<file path="config.mk">
export PLATFORM = sky130hd
export DESIGN_NAME = square_wave_meas_multi_flat
export DESIGN_NICKNAME = d
export VERILOG_FILES = /design/src/rtl/square_wave_meas_multi_if.sv /design/src/rtl/square_wave_meas_multi.sv /design/src/flat_wrapper.sv
export SDC_FILE = /design/constraint.sdc
export NUM_CORES = 1
export LEC_CHECK = 0
export CAP_MARGIN = 10
export CORE_MARGIN = 4
export CORE_UTILIZATION = 55
export DETAILED_ROUTE_END_ITERATION = 8
export GPL_TIMING_DRIVEN = 0
export PLACE_DENSITY = 0.76
export SLEW_MARGIN = 5
export SYNTH_ARGS = -nofsm -noshare
export SYNTH_HDL_FRONTEND = slang
export SYNTH_SLANG_ARGS = --single-unit
</file>
<file path="constraint.sdc">
create_clock -name sys_clk -period 18.45 [get_ports sys_clk]
set_input_delay 3.69 -clock sys_clk [delete_from_list [all_inputs] [get_ports sys_clk]]
set_output_delay 3.69 -clock sys_clk [all_outputs]
set_load 0.05 [all_outputs]
</file>
<file path="src/rtl/square_wave_meas_multi_if.sv">
// square_wave_meas_multi_if: start/result bus between the wave meter and its register/MCU side.
interface square_wave_meas_multi_if #(
    parameter int CH_NUM = 2,
    parameter int CNT_W  = 32,
    parameter int N_W    = 16
);
    logic                     start;
    logic [N_W-1:0]           n_cycles;
    logic                     busy;
    logic                     done;
    logic [CH_NUM*CNT_W-1:0]  period_total;
    logic [CH_NUM*CNT_W-1:0]  high_total;
    logic [CH_NUM-1:0]        ch_valid;
    logic [CH_NUM-1:0]        ch_timeout;
    logic [CH_NUM-1:0]        ch_ovf;
    modport master (
        output start, n_cycles,
        input  busy, done, period_total, high_total, ch_valid, ch_timeout, ch_ovf
    );
    modport slave (
        input  start, n_cycles,
        output busy, done, period_total, high_total, ch_valid, ch_timeout, ch_ovf
    );
endinterface

</file>
<file path="src/rtl/square_wave_meas_multi.sv">
// square_wave_meas_multi: per-channel equal-precision period and high-time meter over N input periods.
module square_wave_meas_multi #(
    parameter int SYS_CLK_FREQ = 200_000_000,
    parameter int CH_NUM       = 2,
    parameter int CNT_W        = 32,
    parameter int N_W          = 16,
    parameter int SYNC_STAGES  = 2,
    parameter int TIMEOUT_CLKS = SYS_CLK_FREQ / 10
) (
    input  logic              sys_clk,
    input  logic              sys_rst,
    input  logic [CH_NUM-1:0] wave_in,
    square_wave_meas_multi_if.slave bus
);
    typedef enum logic [1:0] {IDLE, ARM, MEAS, FIN} state_t;
    localparam int IW = $clog2(TIMEOUT_CLKS + 1) + 1;

    logic [SYNC_STAGES-1:0] sync_q [CH_NUM];
    logic [CH_NUM-1:0]      hist, lvl, rise, pwrap, hwrap, valid, tout, ovf;
    state_t                 st [CH_NUM];
    logic [CNT_W-1:0]       pcnt [CH_NUM], hcnt [CH_NUM], pnext [CH_NUM], hnext [CH_NUM];
    logic [CNT_W-1:0]       ptot [CH_NUM], htot [CH_NUM];
    logic [N_W-1:0]         ecnt [CH_NUM];
    logic [IW-1:0]          icnt [CH_NUM];
    logic [N_W-1:0]         n_eff;
    logic                   busy, done, accept, all_fin;
    logic [CH_NUM*CNT_W-1:0] ptot_f, htot_f;

    always_ff @(posedge sys_clk or posedge sys_rst) begin
        if (sys_rst) begin
            hist <= '0;
            for (int i = 0; i < CH_NUM; i++) sync_q[i] <= '0;
        end else begin
            for (int i = 0; i < CH_NUM; i++) begin
                sync_q[i] <= {sync_q[i][SYNC_STAGES-2:0], wave_in[i]};
                hist[i]   <= sync_q[i][SYNC_STAGES-1];
            end
        end
    end

    // Next-value forms saturate at all-ones; the wrap flags mark an attempted overflow.
    always_comb begin
        all_fin = 1'b1;
        lvl     = '0;
        rise    = '0;
        pwrap   = '0;
        hwrap   = '0;
        for (int i = 0; i < CH_NUM; i++) begin
            lvl[i]   = sync_q[i][SYNC_STAGES-1];
            rise[i]  = lvl[i] & ~hist[i];
            pwrap[i] = &pcnt[i];
            hwrap[i] = (&hcnt[i]) & lvl[i];
            pnext[i] = pwrap[i] ? pcnt[i] : pcnt[i] + 1'b1;
            hnext[i] = (hwrap[i] || !lvl[i]) ? hcnt[i] : hcnt[i] + 1'b1;
            if (st[i] != FIN) all_fin = 1'b0;
        end
    end

    assign accept = bus.start & ~busy & ~done;

    always_ff @(posedge sys_clk or posedge sys_rst) begin
        if (sys_rst) begin
            busy  <= 1'b0;
            done  <= 1'b0;
            n_eff <= '0;
            valid <= '0;
            tout  <= '0;
            ovf   <= '0;
            for (int i = 0; i < CH_NUM; i++) begin
                st[i]   <= IDLE;
                pcnt[i] <= '0;
                hcnt[i] <= '0;
                ecnt[i] <= '0;
                icnt[i] <= '0;
                ptot[i] <= '0;
                htot[i] <= '0;
            end
        end else begin
            done <= 1'b0;
            if (accept) begin
                busy  <= 1'b1;
                n_eff <= (bus.n_cycles == '0) ? N_W'(1) : bus.n_cycles;
                valid <= '0;
                tout  <= '0;
                ovf   <= '0;
            end else if (busy && all_fin) begin
                busy <= 1'b0;
                done <= 1'b1;
            end
            for (int i = 0; i < CH_NUM; i++) begin
                if (accept) begin
                    st[i]   <= ARM;
                    ptot[i] <= '0;
                    htot[i] <= '0;
                    icnt[i] <= '0;
                end else if (busy && all_fin) begin
                    st[i] <= IDLE;
                end else if (st[i] == ARM || st[i] == MEAS) begin
                    icnt[i] <= rise[i] ? '0 : icnt[i] + 1'b1;
                    if (st[i] == ARM && rise[i]) begin
                        st[i]   <= MEAS;
                        pcnt[i] <= '0;
                        hcnt[i] <= '0;
                        ecnt[i] <= '0;
                    end else if (st[i] == MEAS) begin
                        pcnt[i] <= pnext[i];
                        hcnt[i] <= hnext[i];
                        if (pwrap[i] || hwrap[i]) ovf[i] <= 1'b1;
                        // Latching the next values includes the terminating clock, so both totals span exactly N periods.
                        if (rise[i]) begin
                            ecnt[i] <= ecnt[i] + 1'b1;
                            if (ecnt[i] + 1'b1 == n_eff) begin
                                ptot[i]  <= pnext[i];
                                htot[i]  <= hnext[i];
                                valid[i] <= 1'b1;
                                st[i]    <= FIN;
                            end
                        end
                    end
                    if (!rise[i] && icnt[i] == IW'(TIMEOUT_CLKS - 1)) begin
                        tout[i]  <= 1'b1;
                        valid[i] <= 1'b0;
                        ptot[i]  <= '0;
                        htot[i]  <= '0;
                        st[i]    <= FIN;
                    end
                end
            end
        end
    end

    always_comb begin
        ptot_f = '0;
        htot_f = '0;
        for (int i = 0; i < CH_NUM; i++) begin
            ptot_f[i*CNT_W +: CNT_W] = ptot[i];
            htot_f[i*CNT_W +: CNT_W] = htot[i];
        end
    end

    assign bus.busy         = busy;
    assign bus.done         = done;
    assign bus.period_total = ptot_f;
    assign bus.high_total   = htot_f;
    assign bus.ch_valid     = valid;
    assign bus.ch_timeout   = tout;
    assign bus.ch_ovf       = ovf;
endmodule

</file>
<file path="src/flat_wrapper.sv">
// flat-port wrapper written by rule: the top's interface ports become plain ports
module square_wave_meas_multi_flat 
#(
    parameter int SYS_CLK_FREQ = 200_000_000,
    parameter int CH_NUM       = 2,
    parameter int CNT_W        = 32,
    parameter int N_W          = 16,
    parameter int SYNC_STAGES  = 2,
    parameter int TIMEOUT_CLKS = SYS_CLK_FREQ / 10
)
  (sys_clk, sys_rst, wave_in, bus_start, bus_n_cycles, bus_busy, bus_done, bus_period_total, bus_high_total, bus_ch_valid, bus_ch_timeout, bus_ch_ovf);
  square_wave_meas_multi_if #(.CH_NUM(CH_NUM), .CNT_W(CNT_W), .N_W(N_W)) bus_i ();
  input  logic sys_clk;
  input  logic sys_rst;
  input  logic [CH_NUM-1:0] wave_in;
  input wire logic [$bits(bus_i.start)-1:0] bus_start;
  input wire logic [$bits(bus_i.n_cycles)-1:0] bus_n_cycles;
  output wire logic [$bits(bus_i.busy)-1:0] bus_busy;
  output wire logic [$bits(bus_i.done)-1:0] bus_done;
  output wire logic [$bits(bus_i.period_total)-1:0] bus_period_total;
  output wire logic [$bits(bus_i.high_total)-1:0] bus_high_total;
  output wire logic [$bits(bus_i.ch_valid)-1:0] bus_ch_valid;
  output wire logic [$bits(bus_i.ch_timeout)-1:0] bus_ch_timeout;
  output wire logic [$bits(bus_i.ch_ovf)-1:0] bus_ch_ovf;
  assign bus_i.start = bus_start;
  assign bus_i.n_cycles = bus_n_cycles;
  assign bus_busy = bus_i.busy;
  assign bus_done = bus_i.done;
  assign bus_period_total = bus_i.period_total;
  assign bus_high_total = bus_i.high_total;
  assign bus_ch_valid = bus_i.ch_valid;
  assign bus_ch_timeout = bus_i.ch_timeout;
  assign bus_ch_ovf = bus_i.ch_ovf;
  square_wave_meas_multi #(.SYS_CLK_FREQ(SYS_CLK_FREQ), .CH_NUM(CH_NUM), .CNT_W(CNT_W), .N_W(N_W), .SYNC_STAGES(SYNC_STAGES), .TIMEOUT_CLKS(TIMEOUT_CLKS)) u_core (.sys_clk(sys_clk), .sys_rst(sys_rst), .wave_in(wave_in), .bus(bus_i));
endmodule
</file>
==> impl_metrics.py, run 1 <==
metrics = {
    "worst_hold_path": {
        "hold_path_end": "u_core.lvl[1]$_DFF_PP0_",
        "worstHoldStart": "u_core.sync_q[0]$_DFF_PP0_",
        "hold_depth": 0,
        "min_path_type": "flop to flop",
    },
    "clocking": {
        "clkSinkCount": 374,
        "clk_latency_ps": 540,
        "clk_path_buf_depth": 3,
        "clk_pin_slew_ps": 60,
        "cts-buffers-inserted": 42,
        "cts_tree": "done",
        "cts-resized-gates": 0,
        "cts_hold_buf": 0,
        "clock-root-buffer": "clkbuf_16",
        "htree_levels": 2,
        "cts_setup_buffers": 0,
    },
    "drt": {
        "drt_iter0_markers": 1415,
        "vias": 17000,
        "viasPerCell": 6.11,
        "drc": 0,
        "drt_pass1_iterations": 6,
        "detail-route-antenna-nets": 0,
        "finalWirelength_um": 53300,
        "routedWlPerCell_um": 19.2,
    },
    "floorplan": {
        "ios": 157,
        "die_y_um": 198,
        "core_mm2": 0.0356,
        "rows": 69,
        "die_x_um": 198,
        "die_area_mm2": 0.0391,
        "floorplan.initialDensity": 0.557,
    },
    "place": {
        "hpwl_um": 37400,
        "port_buffers": 156,
        "gp_routability_congestion": 0.894,
    },
    "setup_path": {
        "critPathLaunchType": "input port",
        "end_kind": "flop",
        "critPathKind": "input port to flop",
        "cp_data_required_time_ps": 18820,
        "rr_worst_depth": 11,
        "r2r-start": "u_core.ecnt[1]$_DFFE_PP0P_",
        "r2r_end": "u_core.bus.high_total[57]$_DFFE_PP0P_",
        "crit_arrival_ps": 6850,
        "crit_fanout": 10,
        "rrSetupSlack_ps": 14500,
    },
    "synth": {
        "syn_inst": 2084,
        "yosys-mux-area-fraction": 0.00410,
        "ys_ff_latch": 374,
        "syn_avg_cell_area_um2": 9.51,
        "synthTopCellsByArea": "dfrtp_1, o21ai_0, nand2_1",
        "synthSimpleGateAreaFrac": 0.186,
        "seq_area_frac_synth": 0.472,
        "synth_compound_area_frac": 0.208,
        "synth_ff_type": "dfrtp_1",
        "yosysWarnings": 0,
        "synth-adder-area-share": 0.00884,
        "yosysTopAreaCell": "dfrtp_1",
        "syn_area_mm2": 0.0198,
        "synth_top_family_by_area": "compound AO/OA/AOI/OAI gates",
        "synth_xor_area_frac": 0.0849,
        "synth_fp_nets": 2119,
        "synth_edf_count": 0,
        "synth_top_area_share": 0.472,
        "synth_common_cells": "dfrtp_1, nand2_1, o21ai_0",
        "ys_types": 65,
        "yosysMostFrequentCell": "dfrtp_1",
        "postSynth.asyncResetShare": 1.00,
    },
    "timing": {
        "tightest_slew_ps": 1220,
        "whs_ps": 349,
        "finalHoldViolations": 0,
        "finClkSkew_ps": 26.9,
        "slew_headroom": 0.180,
        "slew_violations": 0,
        "max_freq_ghz": 0.154,
        "setup_tns_ps": 0,
        "rsz0062_at_grt": "false",
        "timing.final.crit_share": 0.351,
        "final.min_clock_period_ps": 6480,
        "finalSetupViolations": 0,
    },
    "power_and_ir_drop": {
        "clockPowerShare": 0.364,
        "pwr-share-seq": 0.401,
        "netSwitchingFraction": 0.335,
        "p_leak_uw": 0.00952,
        "p_per_area_mw_per_mm2": 102,
        "internal-power_uw": 1590,
        "p_sw_uw": 800,
        "combPwrFrac": 0.236,
        "vdd_drop_max_mv": 0.0689,
    },
    "global_routing": {
        "grt_antenna_before_repair": 0,
        "grt.overflow.total": 0,
        "grt_max_degree": 121,
        "grt_pass1_wl_um": 87000,
        "grt_usage": 0.269,
        "grt_pass1_vias": 16500,
    },
    "outcome": {
        "status": "finished clean",
    },
    "run": {
        "maxCapViolCount": 0,
    },
    "final_layout": {
        "utilization": 0.660,
        "drive_gt1_frac": 0.0630,
        "area_delta_synth_final_pct": 18.5,
        "finalNetCount": 2324,
        "antenna_cells": 0,
    },
}
==> power by group through the flow <==
stage / Sequential, uW / Clock (uW) / Combinational [uW]
floorplan: 961 / 0 / 373
global placement: 964 / 0 / 538
detailed placement: 967 / 0 / 556
CTS: 953 / 882 / 559
global route: 963 / 919 / 623
finish: 955 / 867 / 563
==> per-layer routing <==
layer	GRT usage	vias up	routed length [um]
met3	0.0354	117	2850
met1	0.384	8330	24000
met5	0	-	0
li1	-	7977	-
met2	0.427	550	24600
met4	0.0910	0	1880
==> critical path: stages <==
cell and delay [ps]:
clkdlybuf4s50_1 510, or3b_2 440, clkbuf_1 180, nand2_1 250, nor2_1 160, nand3_1 430
clkbuf_1 410, clkbuf_1 570, o21ai_0 200
==> per-stage QoR <==
stage	total power [uW]	instances	cell area [um^2]	setup slack [ps]
after CTS	2390	2777	23500	12070
final	2390	2778	23500	11970
after global routing	2510	2778	23500	11850
after detailed placement	1520	2705	22100	11500
after floorplan	1330	2084	19800	4370
after global placement	1500	2701	22000	-195
==> worst max-delay path by stage <==
stage          startpoint                                     end  slack [ps]  cells past startpoint
2_1_floorplan     sys_rst             u_core.bus.busy$_DFFE_PP0N_        4370                      1
3_3_place_gp      sys_rst  u_core.bus.period_total[3]$_DFFE_PP0P_        -200                      2
3_5_place_dp    bus_start             u_core.hcnt[30]$_DFFE_PP0P_       11500                      9
4_1_cts         bus_start             u_core.hcnt[17]$_DFFE_PP0P_       12070                      9
5_1_grt         bus_start             u_core.ecnt[29]$_DFFE_PP0P_       11850                     12
6_report        bus_start             u_core.hcnt[30]$_DFFE_PP0P_       11970                      9
==> cells in the final DEF, fill, tap and decap left out, types with 7 or more instances in the layout <==
| cell | count |
|---|---|
| nor3_1 | 20 |
| dfrtp_1 | 374 |
| clkbuf_16 | 42 |
| nand2b_1 | 10 |
| o21ai_0 | 225 |
| o2bb2ai_1 | 88 |
| and3_1 | 57 |
| and2_1 | 13 |
| clkbuf_8 | 10 |
| o2bb2ai_2 | 40 |
| o31ai_1 | 81 |
| nand3_1 | 93 |
| buf_2 | 7 |
| nand2_1 | 292 |
| buf_6 | 12 |
| xor2_1 | 111 |
| a21oi_1 | 63 |
| a22o_1 | 13 |
| nor2b_1 | 8 |
| o41ai_1 | 7 |
| nand4_1 | 51 |
| inv_1 | 30 |
| a21o_1 | 10 |
| clkdlybuf4s50_1 | 156 |
| mux2i_1 | 7 |
| or3_1 | 15 |
| clkbuf_1 | 112 |
| xnor2_1 | 81 |
| a31oi_1 | 26 |
| and4_1 | 22 |
| ha_1 | 14 |
| nor2_1 | 113 |
| nor4_1 | 22 |
==> cell families after synthesis <==
group / after synthesis
mux: 8
xor+xnor: 192
fa+ha+maj: 14
compound gates: 589
flops: 374
simple gates: 748
buf+inv: 159
==> layout make-up <==
cell class | count | area [um^2]
plain buffers | 128 | 583
clock buffers | 60 | 1220
clock inverters | 12 | 206
fillers | 2873 | 12100
inverters | 31 | 124
multi-input cells | 1551 | 9760
flip-flops and latches | 374 | 9360
well taps | 461 | 577
repair buffers | 161 | 1660
==> registers in the layout (all words and copies together), names as in the netlist, 4 cells and up <==
register and flops:
u_core.st 4, u_core.hcnt 64, u_core.n_eff 16, u_core.ecnt 32, u_core.pcnt 64, u_core.bus.high_total 64, u_core.bus.period_total 64, u_core.icnt 52
No activity file was read; power rests on OpenSTA's default activity.
==> inputs of run 2 (changes only) <==
- clock period: 18.45 -> 6.35 ns (I/O delays scaled with it)
==> impl_metrics.py, run 2 (synthesis results as in run 1) <==
metrics = {
    "run": {
        "maxCapViolCount": 0,
    },
    "power_and_ir_drop": {
        "p_leak_uw": 0.00959,
        "pwr-share-seq": 0.398,
        "p_per_area_mw_per_mm2": 296,
        "clockPowerShare": 0.366,
        "p_sw_uw": 2340,
        "vdd_drop_max_mv": 0.201,
        "netSwitchingFraction": 0.335,
        "combPwrFrac": 0.236,
        "internal-power_uw": 4640,
        "power.total_uw": 6980,
    },
    "drt": {
        "routedWlPerCell_um": 19.3,
        "drt_pass1_iterations": 6,
        "vias": 17200,
        "drc": 0,
        "viasPerCell": 6.16,
        "finalWirelength_um": 53700,
        "drt_iter0_markers": 1515,
        "detail-route-antenna-nets": 0,
    },
    "floorplan": {
        "ios": 157,
        "die_y_um": 198,
        "die_x_um": 198,
        "rows": 69,
        "die_area_mm2": 0.0391,
        "floorplan.initialDensity": 0.557,
        "core_mm2": 0.0356,
    },
    "setup_path": {
        "r2r_end": "u_core.bus.high_total[59]$_DFFE_PP0P_",
        "end_kind": "flop",
        "critPathLaunchType": "input port",
        "cp_slowest_cell": "nor4_1",
        "crit_fanout": 10,
        "crit_arrival_ps": 4580,
        "critical_path.max_stage_delay_ps": 1030,
        "critPathKind": "input port to flop",
        "r2r-start": "u_core.ecnt[1]$_DFFE_PP0P_",
        "rr_worst_depth": 11,
        "cp_data_required_time_ps": 6790,
        "worstSetupStartpoint": "bus_start",
        "rrSetupSlack_ps": 2520,
        "crit_path_cell_trace": "clkdlybuf4s50_1, nand2b_1, nor2_1, clkbuf_1, nor4_1, nand4_1, clkbuf_1, clkbuf_1, o2bb2ai_1",
        "endpoint": "u_core.bus.period_total[58]$_DFFE_PP0P_",
        "crit_top_cell": "clkbuf_1",
    },
    "clocking": {
        "clk_path_buf_depth": 3,
        "cts-buffers-inserted": 41,
        "cts_tree": "done",
        "cts-resized-gates": 0,
        "cts_setup_buffers": 0,
        "htree_levels": 2,
        "clkSinkCount": 374,
        "cts_hold_buf": 0,
        "clk_latency_ps": 530,
        "clock-root-buffer": "clkbuf_16",
        "clk_pin_slew_ps": 60,
    },
    "timing": {
        "setup_tns_ps": 0,
        "timing.final.crit_share": 0.652,
        "rsz0062_at_grt": "false",
        "fin_ws_ps": 2210,
        "slew_violations": 0,
        "slew_headroom": 0.230,
        "max_freq_ghz": 0.242,
        "final.min_clock_period_ps": 4140,
        "finalHoldViolations": 0,
        "tightest_slew_ps": 1140,
        "finalSetupViolations": 0,
        "finClkSkew_ps": 13.3,
    },
    "global_routing": {
        "grt_pass1_wl_um": 88100,
        "grt_antenna_before_repair": 0,
        "grt_usage": 0.271,
        "grt.overflow.total": 0,
        "grt_max_degree": 41,
        "grt_pass1_vias": 16800,
    },
    "place": {
        "gp_routability_congestion": 0.927,
        "post-place-ws_ps": 1690,
        "hpwl_um": 37900,
        "numPlacedInstances": 2711,
        "port_buffers": 156,
    },
    "final_layout": {
        "finalNetCount": 2329,
        "final_common_cell": "dfrtp_1",
        "area_delta_synth_final_pct": 19.2,
        "final_cell_mix": "dfrtp_1, nand2_1, o21ai_0",
        "fillers": 2926,
        "layout.cells.non_filler": 2788,
        "antenna_cells": 0,
        "drive_gt1_frac": 0.0679,
    },
    "outcome": {
        "status": "finished clean",
    },
    "worst_hold_path": {
        "worstHoldStart": "u_core.sync_q[0]$_DFF_PP0_",
        "min_path_type": "flop to flop",
    },
}
-- run 2: routing by layer --
metal / up-vias / GRT usage / routed length, um
met5: - / 0 / 0
met4: 0 / 0.0701 / 1440
met3: 103 / 0.0379 / 3250
met2: 635 / 0.444 / 25400
met1: 8463 / 0.384 / 23600
li1: 7982 / - / -
-- run 2: power groups by stage --
stage | combinational (uW) | sequential, uW | clock, uW
after global placement | 1560 | 2810 | 0
after global routing | 1820 | 2800 | 2690
after detailed placement | 1620 | 2810 | 0
final | 1650 | 2780 | 2550
after CTS | 1630 | 2770 | 2580
after floorplan | 1080 | 2790 | 0
-- run 2: critical path: cells and delay by family --
family	cells	cell delay [ps]
buffers and inverters	4	1480
AO/OA/AOI/OAI	1	220
AND/OR/NAND/NOR	4	1600
-- run 2: how the worst min path moves through the flow --
| stage | endpoint | cells past startpoint |
|---|---|---|
| after detailed placement | u_core.lvl[0]$_DFF_PP0_ | 0 |
| after global routing | u_core.lvl[1]$_DFF_PP0_ | 0 |
| after global placement | u_core.lvl[0]$_DFF_PP0_ | 0 |
| after CTS | u_core.lvl[1]$_DFF_PP0_ | 0 |
| after floorplan | u_core.lvl[0]$_DFF_PP0_ | 0 |
| final | u_core.lvl[1]$_DFF_PP0_ | 0 |
-- run 2: area by class of cell --
cell class	instances	area, um^2	area share
multi-input combinational	1551	9760	0.413
sequential	374	9360	0.396
timing repair buffer	167	1770	0.0748
clock buffer	56	1190	0.0506
buffer	128	583	0.0247
tap	461	577	0.0244
clock inverter	20	256	0.0109
inverter	31	120	0.00509
-- run 2: metrics by stage --
step / util / instance area (um^2) / hold slack [ps]
after floorplan: - / 19800 / 331
after global placement: 0.617 / 22000 / 338
after detailed placement: 0.623 / 22200 / 338
after CTS: 0.664 / 23600 / 356
after global routing: 0.664 / 23600 / 364
final: 0.664 / 23600 / 359
==> inputs of run 3 (changes only) <==
- clock period: 6.35 -> 4.2 ns (I/O delays scaled with it)
==> impl_metrics.py, run 3 (synthesis results as in run 1) <==
metrics = {
    "outcome": {
        "status": "finished clean",
    },
    "timing": {
        "setup_tns_ps": 0,
        "slew_headroom": 0.235,
        "max_freq_ghz": 0.265,
        "finClkSkew_ps": 12.2,
        "finalSetupViolations": 0,
        "rsz0062_at_grt": "false",
        "slew_violations": 0,
        "finalHoldViolations": 0,
        "timing.final.crit_share": 0.899,
        "tightest_slew_ps": 1140,
        "final.min_clock_period_ps": 3770,
    },
    "setup_path": {
        "critPathKind": "flop to flop",
        "crit_path_cell_trace": "ha_1, clkbuf_1, nand4_1, nor2_1, nand3_1, xor2_1, mux2i_1, nand4_1, clkbuf_1, clkbuf_1, o2bb2ai_1",
        "cp_slowest_cell": "clkbuf_1",
        "cp_data_required_time_ps": 4590,
        "critical_path.max_stage_delay_ps": 540,
        "end_kind": "flop",
        "crit_top_cell": "clkbuf_1",
        "worstSetupStartpoint": "u_core.ecnt[1]$_DFFE_PP0P_",
        "r2r-start": "u_core.ecnt[1]$_DFFE_PP0P_",
        "rrSetupSlack_ps": 430,
        "rr_worst_depth": 11,
        "crit_fanout": 10,
        "crit_arrival_ps": 4160,
        "r2r_end": "u_core.bus.period_total[58]$_DFFE_PP0P_",
        "critPathLaunchType": "flop",
    },
    "floorplan": {
        "die_x_um": 198,
        "floorplan.initialDensity": 0.557,
        "ios": 157,
        "core_mm2": 0.0356,
        "die_y_um": 198,
        "die_area_mm2": 0.0391,
        "rows": 69,
    },
    "drt": {
        "routedWlPerCell_um": 19.3,
        "vias": 17200,
        "detail-route-antenna-nets": 0,
        "viasPerCell": 6.18,
        "drt_pass1_iterations": 6,
        "drt_iter0_markers": 1530,
        "drc": 0,
        "finalWirelength_um": 53800,
    },
    "final_layout": {
        "finalNetCount": 2329,
        "area_delta_synth_final_pct": 19.2,
        "final_common_cell": "dfrtp_1",
        "multi_input_area_mm2": 0.00976,
        "seq_area_mm2": 0.00936,
        "antenna_cells": 0,
        "fillers": 2924,
        "layout.cells.non_filler": 2788,
        "final_cell_mix": "dfrtp_1, nand2_1, o21ai_0",
        "drive_gt1_frac": 0.0679,
    },
    "clocking": {
        "clock-root-buffer": "clkbuf_16",
        "htree_levels": 2,
        "clk_path_buf_depth": 3,
        "clkSinkCount": 374,
        "clk_latency_ps": 530,
        "clk_pin_slew_ps": 60,
        "cts-buffers-inserted": 41,
        "cts_tree": "done",
        "cts_setup_buffers": 0,
    },
    "global_routing": {
        "grt_antenna_before_repair": 0,
        "grt_pass1_wl_um": 88100,
        "grt_usage": 0.271,
        "grt_pass1_vias": 16800,
        "grt_max_degree": 41,
        "grt.overflow.total": 0,
    },
    "run": {
        "maxCapViolCount": 0,
    },
    "place": {
        "gp_routability_congestion": 0.927,
        "hpwl_um": 37900,
        "port_buffers": 156,
        "numPlacedInstances": 2711,
    },
    "power_and_ir_drop": {
        "p_leak_uw": 0.00959,
        "vdd_drop_max_mv": 0.307,
        "p_per_area_mw_per_mm2": 447,
    },
    "worst_hold_path": {
        "hold_path_end": "u_core.lvl[1]$_DFF_PP0_",
        "hold_depth": 0,
        "min_path_type": "flop to flop",
        "worstHoldStart": "u_core.sync_q[0]$_DFF_PP0_",
    },
}
run 3: cell counts in the layout (fill, tap and decap cells not counted):
Identical to the previous run, type by type.
run 3: timing repair:
action | 4_1_cts | 5_1_grt
resized for setup | 0 | 1
hold buffers | 0 | 0
endpoints found under the setup margin | 0 | 29
run 3: layer usage:
| layer | vias up | share of wire | track usage |
|---|---|---|---|
| met5 | - | 0 | 0 |
| met4 | 0 | 0.022 | 0.0681 |
| met3 | 87 | 0.064 | 0.0386 |
| met2 | 628 | 0.48 | 0.444 |
| met1 | 8540 | 0.44 | 0.384 |
| li1 | 7974 | - | - |
run 3: stage by stage:
step | worst slack, ps | area [um^2] | hold slack (ps) | util | power (uW)
2_1_floorplan | -1660 | 19800 | 331 | - | 5860
3_3_place_gp | -4290 | 22000 | 338 | 0.617 | 6600
3_5_place_dp | -26.6 | 22200 | 338 | 0.623 | 6700
4_1_cts | 362 | 23600 | 356 | 0.664 | 10600
5_1_grt | 42.1 | 23600 | 364 | 0.664 | 11100
6_report | 425 | 23600 | 359 | 0.664 | 10600
run 3: critical path, delay by kind of cell (launching register included):
kind            cells  cell delay, ps
mux                 1             150
flops               1             470
buf+inv             3            1330
xor+xnor            1             260
compound gates      1             150
fa+ha+maj           1             190
simple gates        4            1070
run 3: area by class of cell:
class | count | share of cell area
Inverter | 31 | 0.00509
Clock inverter | 20 | 0.0109
Sequential cell | 374 | 0.396
Tap cell | 461 | 0.0244
Clock buffer | 56 | 0.0506
Buffer | 128 | 0.0247
Timing Repair Buffer | 167 | 0.0748
Multi-Input combinational cell | 1551 | 0.413
run 3: worst max path at each step:
stage | slack (ps) | cells after the start | end
final | 430 | 11 | u_core.bus.period_total[58]$_DFFE_PP0P_
after global routing | 40 | 11 | u_core.bus.ch_valid[1]$_DFF_PP0_
after floorplan | -1660 | 1 | u_core.bus.busy$_DFFE_PP0N_
after detailed placement | -30 | 9 | u_core.bus.period_total[58]$_DFFE_PP0P_
after CTS | 360 | 11 | u_core.bus.high_total[59]$_DFFE_PP0P_
after global placement | -4290 | 2 | u_core.bus.high_total[27]$_DFFE_PP0P_
run 3: where the power goes:
part	switching (uW)	internal, uW
Clock	1500	2370
Sequential	345	3860
Combinational	1700	795
